### src/rtl/ariscv_fetch_ctrl_if.sv
// Signal bundle between the fetch sequencer and instruction memory, the fetch
// datapath (PC mux / PC reg / FD reg) and the decode/execute stages.
interface ariscv_fetch_ctrl_if #(
    parameter int unsigned NBW_PC  = 32,
    parameter int unsigned NBW_CNT = 16
);
    logic               i_start;
    logic               i_halt;
    logic               o_imem_req;
    logic               i_imem_ack;
    logic               i_redirect;
    logic [NBW_PC-1:0]  i_pc_target;
    logic               o_pc_en;
    logic               o_pc_sel;
    logic [NBW_PC-1:0]  o_pc_target;
    logic               o_fd_en;
    logic               o_fd_valid;
    logic               i_fd_ready;
    logic               o_flush;
    logic               o_err_timeout;
    logic [NBW_CNT-1:0] o_fetch_cnt;

    modport slave (
        input  i_start,
        input  i_halt,
        output o_imem_req,
        input  i_imem_ack,
        input  i_redirect,
        input  i_pc_target,
        output o_pc_en,
        output o_pc_sel,
        output o_pc_target,
        output o_fd_en,
        output o_fd_valid,
        input  i_fd_ready,
        output o_flush,
        output o_err_timeout,
        output o_fetch_cnt
    );

    modport master (
        output i_start,
        output i_halt,
        input  o_imem_req,
        output i_imem_ack,
        output i_redirect,
        output i_pc_target,
        input  o_pc_en,
        input  o_pc_sel,
        input  o_pc_target,
        input  o_fd_en,
        input  o_fd_valid,
        output i_fd_ready,
        input  o_flush,
        input  o_err_timeout,
        input  o_fetch_cnt
    );
endinterface

### src/rtl/ariscv_fetch_ctrl.sv
// Fetch-stage sequencer: imem req/ack handshake, PC / FD capture enables,
// decode back-pressure and execute redirects with a latched pending target.
module ariscv_fetch_ctrl #(
    parameter int unsigned NBW_PC     = 32,
    parameter int unsigned NBW_CNT    = 16,
    parameter int unsigned TMO_CYCLES = 16
) (
    input  logic               pc_aclk,
    input  logic               rst_async_n,
    ariscv_fetch_ctrl_if.slave bus
);
    typedef enum logic [1:0] {
        ST_IDLE    = 2'd0,
        ST_REQ     = 2'd1,
        ST_WAIT_FD = 2'd2,
        ST_ERR     = 2'd3
    } state_t;

    localparam logic        TMO_EN   = (TMO_CYCLES != 32'd0);
    localparam logic [15:0] TMO_LAST = TMO_EN ? 16'(TMO_CYCLES - 32'd1) : 16'd0;

    state_t              r_state;
    state_t              w_state_nxt;
    state_t              w_after_txn;
    logic                r_imem_req;
    logic                r_fd_valid;
    logic                r_err;
    logic                r_pend;
    logic [NBW_PC-1:0]   r_tgt;
    logic [NBW_CNT-1:0]  r_fetch_cnt;
    logic [15:0]         r_tmo_cnt;

    logic                w_want_redir;
    logic                w_slot_free;
    logic                w_tmo_hit;
    logic                w_pc_en;
    logic                w_pc_sel;
    logic                w_fd_en;
    logic                w_applied;
    logic                w_new_txn;

    assign w_want_redir = r_pend | bus.i_redirect;
    assign w_slot_free  = ~r_fd_valid | bus.i_fd_ready;
    assign w_tmo_hit    = TMO_EN & (r_tmo_cnt == TMO_LAST);
    assign w_after_txn  = bus.i_halt ? ST_IDLE : ST_REQ;
    assign w_applied    = w_pc_en & w_pc_sel;
    // A fresh transaction starts whenever REQ is entered or re-entered after an ack.
    assign w_new_txn    = (w_state_nxt == ST_REQ) &
                          ((r_state != ST_REQ) | bus.i_imem_ack);

    // State register.
    always_ff @(posedge pc_aclk or negedge rst_async_n) begin
        if (!rst_async_n) begin
            r_state <= ST_IDLE;
        end else begin
            r_state <= w_state_nxt;
        end
    end

    // Next-state decode.
    always_comb begin
        w_state_nxt = r_state;
        case (r_state)
            ST_IDLE: begin
                if (bus.i_start & ~bus.i_halt) begin
                    w_state_nxt = ST_REQ;
                end else begin
                    w_state_nxt = ST_IDLE;
                end
            end
            ST_REQ: begin
                if (bus.i_imem_ack) begin
                    if (w_want_redir | w_slot_free) begin
                        w_state_nxt = w_after_txn;
                    end else begin
                        w_state_nxt = ST_WAIT_FD;
                    end
                end else if (w_tmo_hit) begin
                    w_state_nxt = ST_ERR;
                end else begin
                    w_state_nxt = ST_REQ;
                end
            end
            ST_WAIT_FD: begin
                if (w_want_redir | bus.i_fd_ready) begin
                    w_state_nxt = w_after_txn;
                end else begin
                    w_state_nxt = ST_WAIT_FD;
                end
            end
            ST_ERR: begin
                w_state_nxt = ST_ERR;
            end
            default: begin
                w_state_nxt = ST_IDLE;
            end
        endcase
    end

    // Capture-enable decode; a redirect always beats delivering an instruction.
    always_comb begin
        w_pc_en  = 1'b0;
        w_pc_sel = 1'b0;
        w_fd_en  = 1'b0;
        case (r_state)
            ST_IDLE: begin
                if (w_want_redir) begin
                    w_pc_en  = 1'b1;
                    w_pc_sel = 1'b1;
                end else begin
                    w_pc_en  = 1'b0;
                end
            end
            ST_REQ: begin
                if (bus.i_imem_ack & w_want_redir) begin
                    w_pc_en  = 1'b1;
                    w_pc_sel = 1'b1;
                end else if (bus.i_imem_ack & w_slot_free) begin
                    w_pc_en  = 1'b1;
                    w_fd_en  = 1'b1;
                end else begin
                    w_pc_en  = 1'b0;
                end
            end
            ST_WAIT_FD: begin
                if (w_want_redir) begin
                    w_pc_en  = 1'b1;
                    w_pc_sel = 1'b1;
                end else if (bus.i_fd_ready) begin
                    w_pc_en  = 1'b1;
                    w_fd_en  = 1'b1;
                end else begin
                    w_pc_en  = 1'b0;
                end
            end
            ST_ERR: begin
                w_pc_en  = 1'b0;
            end
            default: begin
                w_pc_en  = 1'b0;
            end
        endcase
    end

    // Request and error flags are registered from the next state so they are glitch-free.
    always_ff @(posedge pc_aclk or negedge rst_async_n) begin
        if (!rst_async_n) begin
            r_imem_req <= 1'b0;
            r_err      <= 1'b0;
        end else begin
            r_imem_req <= (w_state_nxt == ST_REQ);
            r_err      <= (w_state_nxt == ST_ERR);
        end
    end

    // FD occupancy: flush beats capture, capture beats consume.
    always_ff @(posedge pc_aclk or negedge rst_async_n) begin
        if (!rst_async_n) begin
            r_fd_valid <= 1'b0;
        end else if (bus.i_redirect) begin
            r_fd_valid <= 1'b0;
        end else if (w_fd_en) begin
            r_fd_valid <= 1'b1;
        end else if (bus.i_fd_ready) begin
            r_fd_valid <= 1'b0;
        end else begin
            r_fd_valid <= r_fd_valid;
        end
    end

    // Redirect target latch and pending flag, held until the PC register takes it.
    always_ff @(posedge pc_aclk or negedge rst_async_n) begin
        if (!rst_async_n) begin
            r_tgt  <= '0;
            r_pend <= 1'b0;
        end else begin
            if (bus.i_redirect) begin
                r_tgt <= bus.i_pc_target;
            end else begin
                r_tgt <= r_tgt;
            end
            if (w_applied) begin
                r_pend <= 1'b0;
            end else if (bus.i_redirect) begin
                r_pend <= 1'b1;
            end else begin
                r_pend <= r_pend;
            end
        end
    end

    // Delivered-instruction counter, wraps naturally.
    always_ff @(posedge pc_aclk or negedge rst_async_n) begin
        if (!rst_async_n) begin
            r_fetch_cnt <= '0;
        end else if (w_fd_en) begin
            r_fetch_cnt <= r_fetch_cnt + {{(NBW_CNT-1){1'b0}}, 1'b1};
        end else begin
            r_fetch_cnt <= r_fetch_cnt;
        end
    end

    // Cycles spent waiting for ack in the current transaction.
    always_ff @(posedge pc_aclk or negedge rst_async_n) begin
        if (!rst_async_n) begin
            r_tmo_cnt <= 16'd0;
        end else if (w_new_txn) begin
            r_tmo_cnt <= 16'd0;
        end else if ((r_state == ST_REQ) & ~bus.i_imem_ack) begin
            r_tmo_cnt <= r_tmo_cnt + 16'd1;
        end else begin
            r_tmo_cnt <= r_tmo_cnt;
        end
    end

    assign bus.o_imem_req    = r_imem_req;
    assign bus.o_pc_en       = w_pc_en;
    assign bus.o_pc_sel      = w_pc_sel;
    assign bus.o_pc_target   = bus.i_redirect ? bus.i_pc_target : r_tgt;
    assign bus.o_fd_en       = w_fd_en;
    assign bus.o_fd_valid    = r_fd_valid;
    assign bus.o_flush       = bus.i_redirect;
    assign bus.o_err_timeout = r_err;
    assign bus.o_fetch_cnt   = r_fetch_cnt;

endmodule

### src/flat_wrapper.sv
// flat-port wrapper written by rule: the top's interface ports become plain ports
module ariscv_fetch_ctrl_flat 
#(
    parameter int unsigned NBW_PC     = 32,
    parameter int unsigned NBW_CNT    = 16,
    parameter int unsigned TMO_CYCLES = 16
)
  (pc_aclk, rst_async_n, bus_i_start, bus_i_halt, bus_o_imem_req, bus_i_imem_ack, bus_i_redirect, bus_i_pc_target, bus_o_pc_en, bus_o_pc_sel, bus_o_pc_target, bus_o_fd_en, bus_o_fd_valid, bus_i_fd_ready, bus_o_flush, bus_o_err_timeout, bus_o_fetch_cnt);
  ariscv_fetch_ctrl_if #(.NBW_PC(NBW_PC), .NBW_CNT(NBW_CNT)) bus_i ();
  input  logic pc_aclk;
  input  logic rst_async_n;
  input wire logic [$bits(bus_i.i_start)-1:0] bus_i_start;
  input wire logic [$bits(bus_i.i_halt)-1:0] bus_i_halt;
  output wire logic [$bits(bus_i.o_imem_req)-1:0] bus_o_imem_req;
  input wire logic [$bits(bus_i.i_imem_ack)-1:0] bus_i_imem_ack;
  input wire logic [$bits(bus_i.i_redirect)-1:0] bus_i_redirect;
  input wire logic [$bits(bus_i.i_pc_target)-1:0] bus_i_pc_target;
  output wire logic [$bits(bus_i.o_pc_en)-1:0] bus_o_pc_en;
  output wire logic [$bits(bus_i.o_pc_sel)-1:0] bus_o_pc_sel;
  output wire logic [$bits(bus_i.o_pc_target)-1:0] bus_o_pc_target;
  output wire logic [$bits(bus_i.o_fd_en)-1:0] bus_o_fd_en;
  output wire logic [$bits(bus_i.o_fd_valid)-1:0] bus_o_fd_valid;
  input wire logic [$bits(bus_i.i_fd_ready)-1:0] bus_i_fd_ready;
  output wire logic [$bits(bus_i.o_flush)-1:0] bus_o_flush;
  output wire logic [$bits(bus_i.o_err_timeout)-1:0] bus_o_err_timeout;
  output wire logic [$bits(bus_i.o_fetch_cnt)-1:0] bus_o_fetch_cnt;
  assign bus_i.i_start = bus_i_start;
  assign bus_i.i_halt = bus_i_halt;
  assign bus_o_imem_req = bus_i.o_imem_req;
  assign bus_i.i_imem_ack = bus_i_imem_ack;
  assign bus_i.i_redirect = bus_i_redirect;
  assign bus_i.i_pc_target = bus_i_pc_target;
  assign bus_o_pc_en = bus_i.o_pc_en;
  assign bus_o_pc_sel = bus_i.o_pc_sel;
  assign bus_o_pc_target = bus_i.o_pc_target;
  assign bus_o_fd_en = bus_i.o_fd_en;
  assign bus_o_fd_valid = bus_i.o_fd_valid;
  assign bus_i.i_fd_ready = bus_i_fd_ready;
  assign bus_o_flush = bus_i.o_flush;
  assign bus_o_err_timeout = bus_i.o_err_timeout;
  assign bus_o_fetch_cnt = bus_i.o_fetch_cnt;
  ariscv_fetch_ctrl #(.NBW_PC(NBW_PC), .NBW_CNT(NBW_CNT), .TMO_CYCLES(TMO_CYCLES)) u_core (.pc_aclk(pc_aclk), .rst_async_n(rst_async_n), .bus(bus_i));
endmodule
### config.mk
export PLATFORM = sky130hd
export DESIGN_NAME = ariscv_fetch_ctrl_flat
export DESIGN_NICKNAME = d
export VERILOG_FILES = /design/src/rtl/ariscv_fetch_ctrl_if.sv /design/src/rtl/ariscv_fetch_ctrl.sv /design/src/flat_wrapper.sv
export SDC_FILE = /design/constraint.sdc
export NUM_CORES = 1
export LEC_CHECK = 0
export CORE_ASPECT_RATIO = 1.5
export CORE_MARGIN = 2
export CORE_UTILIZATION = 47
export CTS_CLUSTER_DIAMETER = 150
export DETAILED_ROUTE_END_ITERATION = 16
export PLACE_DENSITY = 0.83
export SYNTH_ARGS = -nofsm -noshare
export SYNTH_HDL_FRONTEND = slang
export SYNTH_SLANG_ARGS = --single-unit
### constraint.sdc
create_clock -name pc_aclk -period 2.6 [get_ports pc_aclk]
set_clock_uncertainty 0.05 [all_clocks]
set_input_delay 0.52 -clock pc_aclk [delete_from_list [all_inputs] [get_ports pc_aclk]]
set_output_delay 0.52 -clock pc_aclk [all_outputs]
set_load 0.01 [all_outputs]
# Word-level counts from Yosys, hierarchy flattened
# Cells that the tools add are included.
# word_totals
ff_bits	70
output_inout_bits	55
elab_cells	62
# op_classes
n_addsub	2
n_eq_ne	7
mux	26
bitwise	14
n_reduce_logical	5
# ops
cell	count
16-bit by 1-bit adder with 16-bit output (second input constant)	2
16-bit 2-to-1 mux	2
32-bit 2-to-1 mux	1
16-bit by 4-bit == test with 1-bit output (second input constant)	1
1-bit 2-to-1 mux	15
2-bit 2-to-1 mux	4
2-bit case mux with 4 select lines	1
1-bit bitwise AND	6
2-bit == test (second input constant)	3
1-bit bitwise OR	5
2-bit by 1-bit == test with 1-bit output (second input constant)	2
1-bit case mux with 2 select lines	2
1-bit case mux with 4 select lines	1
2-bit nonzero test	2
1-bit inverter	3
3-bit nonzero test	1
2-bit zero test	1
2-bit by 1-bit != test with 1-bit output (second input constant)	1
2-bit OR reduction	1

# Logic depth before layout (Yosys ltp)
# depth
word_depth	9
mapped_depth	8
depth_no_buf	7

# Worst setup path after synthesis
# No wires, ideal clock.
# synth_timing
path_type	input to output
from	in bus_i_redirect
to	out bus_o_pc_sel
arrival_ns	1.450
t_required_ns	2.030
setup_slack_ns	0.580
stages	4
cell_sequence	buf_2 -> buf_1 -> nor2_1 -> nor3_1
# synth_between
elab_chain_cells	4
# synth_lines
element	line_no	text
start, declared	flat_wrapper.sv:16	input wire logic [$bits(bus_i.i_redirect)-1:0] bus_i_redirect;
1-bit bitwise OR (*)	ariscv_fetch_ctrl.sv:42	assign w_want_redir = r_pend | bus.i_redirect;
1-bit bitwise AND	ariscv_fetch_ctrl.sv:115	if (bus.i_imem_ack & w_want_redir) begin
1-bit 2-to-1 mux	ariscv_fetch_ctrl.sv:115	
1-bit case mux with 2 select lines (*)	ariscv_fetch_ctrl.sv:105	case (r_state)
end, declared	flat_wrapper.sv:19	output wire logic [$bits(bus_i.o_pc_sel)-1:0] bus_o_pc_sel;
# Every way passes the cells marked *; elsewhere a longest branch is shown, timed or not.

# Worst setup path after layout
# layout_timing
from	in bus_i_redirect
to	out bus_o_pc_target[17]
# layout_between
elab_chain_cells	1
# layout_lines
element	line_no	text
32-bit 2-to-1 mux	ariscv_fetch_ctrl.sv:219	assign bus.o_pc_target = bus.i_redirect ? bus.i_pc_target : r_tgt;
end, declared	flat_wrapper.sv:20	output wire logic [$bits(bus_i.o_pc_target)-1:0] bus_o_pc_target;
# Every way passes these cells.

==> impl_metrics.env <==
export IMPL_status="complete, no violations"
export IMPL_total_power_mw=3.13
export IMPL_grt_use_total=0.225
export IMPL_synth_cell_types=53
export IMPL_crit_type="in -> out"
export IMPL_core_area_um2=6760
export IMPL_dr_pass1_iters=4
export IMPL_cts_path_max_buffers=2
export IMPL_min_period_over_period=0.986
export IMPL_wl_per_cell_um=17.0
export IMPL_hold_path_class="in -> async"
export IMPL_clock_root_buffer="clkbuf_8"
export IMPL_setup_violations=0
export IMPL_grt_pass1_wl_mm=13.1
export IMPL_hpwl_mm=5.49
export IMPL_top_layer_used="met4"
export IMPL_critPathArrivalTime_ps=1990
export IMPL_grt_pass1_vias=2710
export IMPL_powerDensity_nw_per_um2=678
export IMPL_cts_sinks=70
export IMPL_initial_core_util=0.479
export IMPL_synthFlopType="dfrtp_1"
export IMPL_die_h_um=106
export IMPL_clock_latency_ps=340
export IMPL_num_rows=37
export IMPL_drtIter0Drc=216
export IMPL_worstPathCellList="clkdlybuf4s15_1 -> bufbuf_16 -> mux2_2 -> clkdlybuf4s50_1"
export IMPL_critPathRequiredTime_ps=2030
export IMPL_fin_crit_ps=2560
export IMPL_die_area_um2=7580
export IMPL_port_buffers=93
export IMPL_dr_total_vias=2576
export IMPL_place_congestion=0.809
export IMPL_final_cell_mix="87 x clkdlybuf4s50_1, 69 x dfrtp_1, 32 x mux2_2"
export IMPL_grt_overflow=0
export IMPL_area_growth_syn_to_layout_pct=42.6
export IMPL_ant_nets=0
export IMPL_synthArstFlopShare=1.00
export IMPL_dp_slack_ps=-118
export IMPL_drive_gt1_frac=0.206
export IMPL_drv_cap=0
export IMPL_cp_slowest_stage_delay_ps=480
export IMPL_fillers=473
export IMPL_htree_levels=3
export IMPL_synth_edf_count=0
export IMPL_timing_final_ws_setup_ps=35.7
export IMPL_hold_violations=0
export IMPL_nets=434
export IMPL_endpoint_kind="primary output"
export IMPL_n_antenna_cell=0
export IMPL_pin_count=94
export IMPL_ir_drop_mv=0.677
export IMPL_worstMarginPinSlew_ps=441
export IMPL_relSlewSlack=0.704
export IMPL_synth_seq_cells=70
export IMPL_slowest_stage="clkdlybuf4s50_1"
export IMPL_drc=0
export IMPL_routed_wl_mm=8.00
export IMPL_antenna_found_initial=0
export IMPL_grt_max_degree=71
export IMPL_cp_start_kind="input pin"
export IMPL_die_width_um=71.8
export IMPL_netlist_area_um2=3240
export IMPL_syn_nets=323
export IMPL_cts_tree="built"
export IMPL_synthCells=277
export IMPL_path_max_fanout=13
export IMPL_seq_area_frac_synth=0.541
export IMPL_postLayoutCellArea_um2=4620
export IMPL_cts_buffers=9
export IMPL_wl_met3_um=445
export IMPL_finalMaxSlewViolations=0
export IMPL_wl_met1_mm=3.10
export IMPL_viasPerCell=5.47
export IMPL_dpl_cell_area_um2=4340
export IMPL_cts_clk_slew_worst_paths_ps=70
export IMPL_yosys_warnings=0
export IMPL_rsz0062_at_grt="no"
export IMPL_layout_commonest_cell="clkdlybuf4s50_1"
export IMPL_avgSynthCellArea_um2=11.7
export IMPL_clock_fmax_mhz=390
export IMPL_wl_met2_mm=4.26
export IMPL_p_leak_nw=2.01
-- cell usage after synthesis, types with 3 or more instances --
cell type   n  area [um^2]
a31oi_1     4         25.0
buf_1       3         11.3
mux2_2     32          360
a21oi_1     8         40.0
xnor2_1     5         43.8
o21bai_1    3         22.5
nand2_1    21         78.8
o21ai_1     6         30.0
nand2b_1    5         31.3
nor2_1     10         37.5
xor2_1     10         87.6
buf_2       4         20.0
o21ai_0     8         40.0
nand3_1     9         45.0
dfrtp_1    70         1750
or3_1       5         31.3
nor3_1     13         65.1
and4_1      3         26.3
inv_1      10         37.5
ha_1        7         87.6
-- cell families (layout without fill, tap and decap cells) --
| logic type | Yosys count | in the layout | synth area share |
|---|---|---|---|
| buffers and inverters | 20 | 136 | 0.0263 |
| AND/OR/NAND/NOR | 90 | 90 | 0.157 |
| XOR/XNOR | 15 | 15 | 0.0406 |
| adder cells (fa/ha/maj) | 7 | 7 | 0.0271 |
| AO/OA/AOI/OAI | 42 | 42 | 0.0935 |
| flip-flops | 70 | 70 | 0.541 |
| multiplexers | 33 | 33 | 0.114 |
-- layer usage --
| metal | up-vias | track usage |
|---|---|---|
| met1 | 1278 | 0.267 |
| met4 | 0 | 0.0970 |
| met2 | 78 | 0.375 |
| li1 | 1205 | - |
| met5 | - | 0 |
| met3 | 15 | 0.0631 |
-- cell type report --
type | instances | area (um^2) | area share
sequential | 70 | 1750 | 0.380
multi-input combinational | 187 | 1420 | 0.308
timing repair buffer | 110 | 1110 | 0.240
clock buffer | 13 | 159 | 0.0344
tap | 78 | 97.6 | 0.0211
clock inverter | 3 | 42.5 | 0.00922
inverter | 10 | 37.5 | 0.00813
-- power by group --
part / switching [mW] / internal [mW] / leakage, nW
logic: 0.425 / 0.486 / 1.03
registers: 0.103 / 1.21 / 0.883
clock network: 0.409 / 0.495 / 0.0996
total: 0.938 / 2.19 / 2.01
-- worst paths after layout --
path | depth (start not counted) | slack [ps] | endpoint | startpoint
worst max-delay path | 4 | 40 | bus_o_pc_target[17] | bus_i_redirect
worst max register to register | 7 | 360 | u_core.bus.o_err_timeout | u_core.r_state[0]
min in group pc_aclk | 1 | 430 | u_core.bus.o_fetch_cnt[15] | u_core.bus.o_fetch_cnt[15]
max in group asynchronous | 2 | 2040 | u_core.r_state[0] | rst_async_n
worst min register to register | 1 | 430 | u_core.bus.o_fetch_cnt[15] | u_core.bus.o_fetch_cnt[15]
worst min-delay path | 2 | 140 | u_core.r_tgt[2] | rst_async_n
-- metrics by stage --
step	hold slack [ps]	utilization	setup TNS (ps)	instances
2_1_floorplan	174	-	0	277
3_3_place_gp	409	0.643	-2470	452
3_5_place_dp	410	0.643	-3260	452
4_1_cts	150	0.683	0	471
5_1_grt	162	0.683	0	471
6_report	136	0.683	0	471
-- state kept, by name, indices dropped and copies added (netlist names) --
signal	count
u_core.bus.o_fetch_cnt	16
u_core.r_pend	1
u_core.r_tgt	32
u_core.bus.o_err_timeout	1
u_core.r_state	2
u_core.bus.o_fd_valid	1
u_core.r_tmo_cnt	16
u_core.bus.o_imem_req	1
-- critical path, delay by kind of cell --
family                 cells  cell delay [ps]
buffers and inverters      3             1120
muxes                      1              350
-- timing repair --
item / CTS / global route
endpoints found under the setup margin: 35 / 1
hold buffers: 0 / 0
gates cloned: 1 / 0
pin swaps: 0 / 1
buffers inserted: 2 / 0
resized for setup: 11 / 1
Power figures use the tool's default switching activity.
